`src/rtl/vga_fb_pkg.sv`:
```
// Shared types for the VGA framebuffer arbiter: FSM states and memory return tags.
package vga_fb_pkg;

  localparam int STATE_W = 1;
  localparam int TAG_W   = 2;

  typedef enum logic [STATE_W-1:0] {
    WAIT_SYNC = 1'b0,
    ACTIVE    = 1'b1
  } state_t;

  typedef enum logic [TAG_W-1:0] {
    TAG_NONE   = 2'd0,
    TAG_DISP   = 2'd1,
    TAG_CLIENT = 2'd2
  } tag_t;

  function automatic int pipe_depth(input int mem_lat);
    return mem_lat + 1;
  endfunction

endpackage

```
`src/rtl/vga_fb_delay.sv`:
```
// Fixed-depth shift register with asynchronous clear, used for timing and tag pipes.
module vga_fb_delay #(
  parameter int WIDTH = 1,
  parameter int DEPTH = 3
) (
  input  logic             clk,
  input  logic             rst,
  input  logic [WIDTH-1:0] d,
  output logic [WIDTH-1:0] q
);

  logic [WIDTH-1:0] stage [DEPTH];

  always_ff @(posedge clk or negedge rst) begin
    if (!rst) begin
      for (int i = 0; i < DEPTH; i++) stage[i] <= '0;
    end else begin
      stage[0] <= d;
      for (int i = 1; i < DEPTH; i++) stage[i] <= stage[i-1];
    end
  end

  assign q = stage[DEPTH-1];

endmodule

```
`src/rtl/vga_fb_arbiter.sv`:
```
// Single-port framebuffer arbiter: even visible pixels fetch a 2-pixel word for
// the display, every other cycle is offered to the client.
module vga_fb_arbiter
  import vga_fb_pkg::*;
#(
  parameter int HPOS_WIDTH = 10,
  parameter int VPOS_WIDTH = 10,
  parameter int H_DISPLAY  = 640,
  parameter int V_DISPLAY  = 480,
  parameter int PIX_WIDTH  = 4,
  parameter int ADDR_WIDTH = 18,
  parameter int MEM_LAT    = 2
) (
  input  logic                   clk,
  input  logic                   rst,
  input  logic [HPOS_WIDTH-1:0]  hpos,
  input  logic [VPOS_WIDTH-1:0]  vpos,
  input  logic                   hsync,
  input  logic                   vsync,
  input  logic                   display_on,
  input  logic                   cl_req,
  input  logic                   cl_we,
  input  logic [ADDR_WIDTH-1:0]  cl_addr,
  input  logic [2*PIX_WIDTH-1:0] cl_wdata,
  output logic                   cl_ack,
  output logic [2*PIX_WIDTH-1:0] cl_rdata,
  output logic                   cl_rvalid,
  output logic                   mem_req,
  output logic                   mem_we,
  output logic [ADDR_WIDTH-1:0]  mem_addr,
  output logic [2*PIX_WIDTH-1:0] mem_wdata,
  input  logic [2*PIX_WIDTH-1:0] mem_rdata,
  output logic [PIX_WIDTH-1:0]   pix,
  output logic                   out_hsync,
  output logic                   out_vsync,
  output logic                   out_display_on,
  output logic [STATE_W-1:0]     dbg_state
);

  localparam int PIPE = pipe_depth(MEM_LAT);
  localparam int DW   = 2 * PIX_WIDTH;
  localparam logic [ADDR_WIDTH-1:0] LAST_WORD = ADDR_WIDTH'(H_DISPLAY / 2 * V_DISPLAY - 1);

  state_t                 state, state_nx;
  logic [ADDR_WIDTH-1:0]  word_cnt;
  logic                   frame_start, live, disp_slot, grant;
  tag_t                   tag_in;
  logic [TAG_W-1:0]       tag_q;
  logic [2:0]             timing_q;
  logic [DW-1:0]          pair;
  logic                   half_hi;

  // The frame-origin cycle already counts as active so the first line of the
  // first frame after reset is fetched rather than skipped.
  assign frame_start = (hpos == '0) && (vpos == '0);
  assign live        = (state == ACTIVE) || frame_start;
  assign disp_slot   = live && display_on && !hpos[0];

  // Handshake: cl_req is held with stable cl_we/cl_addr/cl_wdata until a cycle in
  // which cl_ack=1; that same cycle carries the memory command. Read data returns
  // MEM_LAT cycles later as a one-cycle cl_rvalid pulse with cl_rdata.
  assign grant = cl_req && !disp_slot;

  always_comb begin
    state_nx = state;
    if (state == WAIT_SYNC && frame_start) state_nx = ACTIVE;
  end

  always_ff @(posedge clk or negedge rst) begin
    if (!rst) state <= WAIT_SYNC;
    else      state <= state_nx;
  end

  always_ff @(posedge clk or negedge rst) begin
    if (!rst) begin
      word_cnt <= '0;
    end else if (frame_start) begin
      word_cnt <= disp_slot ? ADDR_WIDTH'(1) : '0;
    end else if (disp_slot) begin
      word_cnt <= (word_cnt == LAST_WORD) ? '0 : word_cnt + ADDR_WIDTH'(1);
    end
  end

  // Memory command; everything is forced low while reset is asserted.
  always_comb begin
    mem_req   = 1'b0;
    mem_we    = 1'b0;
    mem_addr  = '0;
    mem_wdata = '0;
    cl_ack    = 1'b0;
    if (rst) begin
      if (disp_slot) begin
        mem_req  = 1'b1;
        mem_addr = frame_start ? '0 : word_cnt;
      end else if (grant) begin
        mem_req   = 1'b1;
        mem_we    = cl_we;
        mem_addr  = cl_addr;
        mem_wdata = cl_we ? cl_wdata : '0;
        cl_ack    = 1'b1;
      end
    end
  end

  always_comb begin
    tag_in = TAG_NONE;
    if (disp_slot)          tag_in = TAG_DISP;
    else if (grant && !cl_we) tag_in = TAG_CLIENT;
  end

  vga_fb_delay #(.WIDTH(TAG_W), .DEPTH(MEM_LAT)) u_tag_pipe (
    .clk (clk),
    .rst (rst),
    .d   (tag_in),
    .q   (tag_q)
  );

  vga_fb_delay #(.WIDTH(3), .DEPTH(PIPE)) u_timing_pipe (
    .clk (clk),
    .rst (rst),
    .d   ({hsync, vsync, display_on}),
    .q   (timing_q)
  );

  assign {out_hsync, out_vsync, out_display_on} = timing_q;

  // A display return loads the pair; the low pixel shows next cycle, the high one after.
  always_ff @(posedge clk or negedge rst) begin
    if (!rst) begin
      pair    <= '0;
      half_hi <= 1'b0;
    end else if (tag_q == TAG_DISP) begin
      pair    <= mem_rdata;
      half_hi <= 1'b0;
    end else begin
      half_hi <= 1'b1;
    end
  end

  always_comb begin
    pix = '0;
    if (out_display_on && state == ACTIVE)
      pix = half_hi ? pair[DW-1:PIX_WIDTH] : pair[PIX_WIDTH-1:0];
  end

  assign cl_rvalid = (tag_q == TAG_CLIENT);
  assign cl_rdata  = cl_rvalid ? mem_rdata : '0;
  assign dbg_state = state;

endmodule
```
`config.mk`:
```
export PLATFORM = sky130hd
export DESIGN_NAME = vga_fb_arbiter
export DESIGN_NICKNAME = d
export VERILOG_FILES = /design/src/rtl/vga_fb_pkg.sv /design/src/rtl/vga_fb_delay.sv /design/src/rtl/vga_fb_arbiter.sv
export SDC_FILE = /design/constraint.sdc
export NUM_CORES = 1
export LEC_CHECK = 0
export BUFFER_PORTS_ARGS = -buffer_cell sky130_fd_sc_hd__buf_2
export CAP_MARGIN = 15
export CELL_PAD_IN_SITES_DETAIL_PLACEMENT = 1
export CELL_PAD_IN_SITES_GLOBAL_PLACEMENT = 2
export CORE_ASPECT_RATIO = 1.1
export CORE_MARGIN = 2
export CORE_UTILIZATION = 24
export CTS_CLUSTER_SIZE = 20
export DETAILED_ROUTE_END_ITERATION = 12
export PLACE_DENSITY_LB_ADDON = 0.1
export SLEW_MARGIN = 20
export SYNTH_ARGS = -nofsm -noshare
export SYNTH_HDL_FRONTEND = slang
export SYNTH_SLANG_ARGS = --single-unit
```
`constraint.sdc`:
```
create_clock -name clk -period 1.9 [get_ports clk]
set_input_delay 0.19 -clock clk [delete_from_list [all_inputs] [get_ports clk]]
set_output_delay 0.19 -clock clk [all_outputs]
set_load 0.05 [all_outputs]
```
==> summary.md <==
| Metric | Value |
|---|---|
| Status | finished, violations left |
| Violated checks | hold timing, setup timing |
| Cell count after synthesis | 249 |
| Synthesis-stage register bit count | 41 |
| Final Cycle Share | 111.6% |
| First-pass GRT wire length | 13.68 mm |
| Number of global-route vias before repair | 2,599 |
| Final hold violation count | 10 |
| Seq/Total Area, Yosys | 44.06% |
| GR Util All Layers | 16.30% |
| Slew margin rel. | 73.66% |
| Crit path launch type | register |
| Initial core utilization | 24.78% |
| RSZ-0062 raised after global routing | true |
| Core area | 9398 um^2 |
| H-tree depth | 2 |
| Placement Cell Area | 3759 um^2 |
| First-pass DRT Iterations | 4 |
| Slew Viols, Final | 0 |
| Initial antenna violation count | 0 |
| CP endpoint kind | output pin |
| Setup ws final | -221.3 ps |
| WP data arrival | 1930 ps |
| Die height | 107.3 um |
| DR vias/cell | 4.851 |
| Fmax achieved | 471.4 MHz |
| Syn. warnings | 0 |
| # IOs | 107 |
| Synth Area per Inst | 9.351 um^2 |
| IR drop worst, VDD | 0.0002518 V |
| Final Wtd Congestion | 0.7960 |
| Worst Reg-to-Reg Cells | 6 |
| Port bufs | 106 |
| # DRC | 0 |
| Total wire length | 8.033 mm |
| Layout cells sized above 1 | 55.39% |
| Worst Path Max Fanout | 7 |
| HP Class | in2async |
| Fill cell count | 1,073 |
| Layout area overhead | 82.43% |
| Die X | 97.92 um |
| Buffer depth of the longest clock path | 2 |
| Clk root buf | clkbuf_8 |
| Largest net degree at the start of global routing | 26 |
| Final setup vio count | 29 |
| Required time of the critical path | 1710 ps |
| Row count | 37 |
| Final instance area | 4248 um^2 |
| Critical path class | reg2out |
| Setup TNS | -3681 ps |
| Post-Synthesis Cell Area | 2328 um^2 |
| Global route total overflow | 0 |
| Utilization after layout | 45.20% |
| DRT iter0 DRCs | 55 |
| Main synth FF type | dfrtp_1 |
| Clock transition at path regs | 80 ps |
| Async set or reset register ratio after synthesis | 100.0% |
| Top cell type's share of synthesized area | 44.06% |
| Layout Nets | 460 |
| # clock sinks | 41 |
| Skew final | 4.810 ps |
| Post-route ant nets | 0 |
| Synth area leaders | dfrtp_1, o32ai_1, inv_1 |
| Vias | 2,503 |
| Die footprint | 10,510 um^2 |
| Detailed Place HPWL | 6.336 mm |
| Routed len/inst | 15.57 um |
| Inst Count DP | 498 |
| Post-synth EDFFs | 0 |
| CTS Buf Count | 5 |
| Clock period minus worst slack | 2121 ps |
| Hold slack | -4.530 ps |
| CTS tree | built |
| Synthesized Nets | 311 |
| Non-filler cells, final | 516 |
| Largest area contributor in the synthesized netlist | dfrtp_1 |
| Number of max-cap violations | 0 |
| PwrDens | 591.4 nW/um^2 |
| Pleak | 1.856 nW |
| Antenna Cells | 0 |
| Synth unique cells | 43 |
| Worst-Margin Slew | 391.9 ps |
| Clk_lat worst skew | 300 ps |
[cell usage in the layout (no fill, tap or decap), types with 2 or more instances in the layout]
master | netlist | final
nand4_1 | 3 | 3
o32ai_2 | 0 | 3
o31ai_1 | 2 | 2
mux2i_1 | 4 | 4
o311ai_0 | 2 | 2
nor4_2 | 0 | 2
clkinvlp_4 | 0 | 2
xnor2_1 | 5 | 5
or4_4 | 0 | 3
dlygate4sd3_1 | 0 | 3
o211ai_1 | 3 | 3
o221ai_1 | 2 | 2
a21oi_2 | 0 | 3
nand3_1 | 4 | 4
inv_1 | 38 | 37
buf_4 | 0 | 36
a21oi_1 | 13 | 10
or2_2 | 2 | 2
o21ai_0 | 6 | 5
clkbuf_8 | 0 | 5
nor4bb_4 | 0 | 7
nor3b_1 | 3 | 2
nor2_1 | 15 | 14
buf_12 | 0 | 9
o32ai_4 | 0 | 14
dfrtp_1 | 41 | 40
or3_4 | 0 | 4
buf_2 | 4 | 77
or3_1 | 8 | 4
nor4_1 | 7 | 4
nand2b_1 | 2 | 2
buf_6 | 0 | 27
mux2_2 | 8 | 8
and2_1 | 8 | 8
nand2_1 | 13 | 12
[cell usage after synthesis (all sizes together), types with 7 or more instances]
library cell and instances:
nand2 13, mux2 8, nor4 7, and2 8
o32ai 17, nor2 15, inv 38, or3 8
a21oi 13, clkbuf 7, dfrtp 41, nor4bb 9
[flip-flops by register name (all words and copies together) (netlist names)]
register,flops
word_cnt,18
dbg_state,1
u_tag_pipe.q,2
u_timing_pipe.stage,6
half_hi,1
pair,8
u_tag_pipe.stage,2
u_timing_pipe.q,3
[repair_timing]
| item | in CTS | in global routing |
|---|---|---|
| setup buffers | 4 | 4 |
| setup endpoints to repair | 29 | 36 |
| pin swaps | 6 | 9 |
| gates cloned | 2 | 0 |
| endpoints found under the hold margin | 20 | 0 |
| hold buffers | 3 | 0 |
| gates resized for setup | 69 | 14 |
[per-layer routing]
metal,wire [um],GRT usage [%],part of all wire [%],up-vias
met5,0,0,0,-
met1,3735,23.21,46,1218
li1,-,-,-,1201
met3,417,2.922,5.2,7
met2,3765,25.10,47,77
met4,115,5.258,1.4,0
[cell type report]
type                       count  area (um^2)  share of cell area (%)
clock buffer                   6        72.57                   1.708
clock inverter                 2        15.01                  0.3535
inverter                      38        145.1                   3.417
multi-input combinational    159         1657                   39.00
sequential                    41         1027                   24.18
tap                          117        146.4                   3.446
timing repair buffer         153         1185                   27.89
[through the flow]
stage	hold WS, ps	setup slack, ps	power, W
floorplan	-105.6	-154.0	0.001583
global placement	299.6	-250.4	0.001871
detailed placement	274.2	-257.4	0.001882
CTS	6.258	-223.0	0.002555
global route	20.23	-315.7	0.002664
finish	-4.530	-221.3	0.002512
[power by group]
group,switching (W),internal [W],leakage (nW)
Clock,0.000321,0.000259,0.0374
Combinational,0.000520,0.000378,1.32
Sequential,0.0000635,0.000970,0.502
Total,0.000905,0.00161,1.86
[worst paths after layout]
path / from / endpoint / slack, ps
worst max-delay path: dbg_state / mem_wdata[7] / -220
worst min-delay path: rst / u_timing_pipe.stage[8] / -5
worst max register to register: dbg_state / word_cnt[5] / 10
worst min register to register: u_timing_pipe.stage[5] / u_timing_pipe.q[2] / 350
max in group asynchronous: rst / word_cnt[12] / 1220
min in group clk: display_on / u_timing_pipe.stage[6] / 50
[worst max-delay path, stage by stage, from the launching register on]
cell and delay (ps):
dfrtp_2 450, a31oi_4 190, a2111oi_4 70, buf_12 170, buf_12 130, buf_12 130, nor4bb_2 250, buf_4 240
[logic make-up after synthesis]
group | share of synthesized area [%]
simple gates | 23.05
buf+inv | 8.114
fa+ha+maj | 0.5373
mux | 5.589
xor+xnor | 1.881
compound gates | 16.77
flops | 44.06
Power figures use the tool's default switching activity.
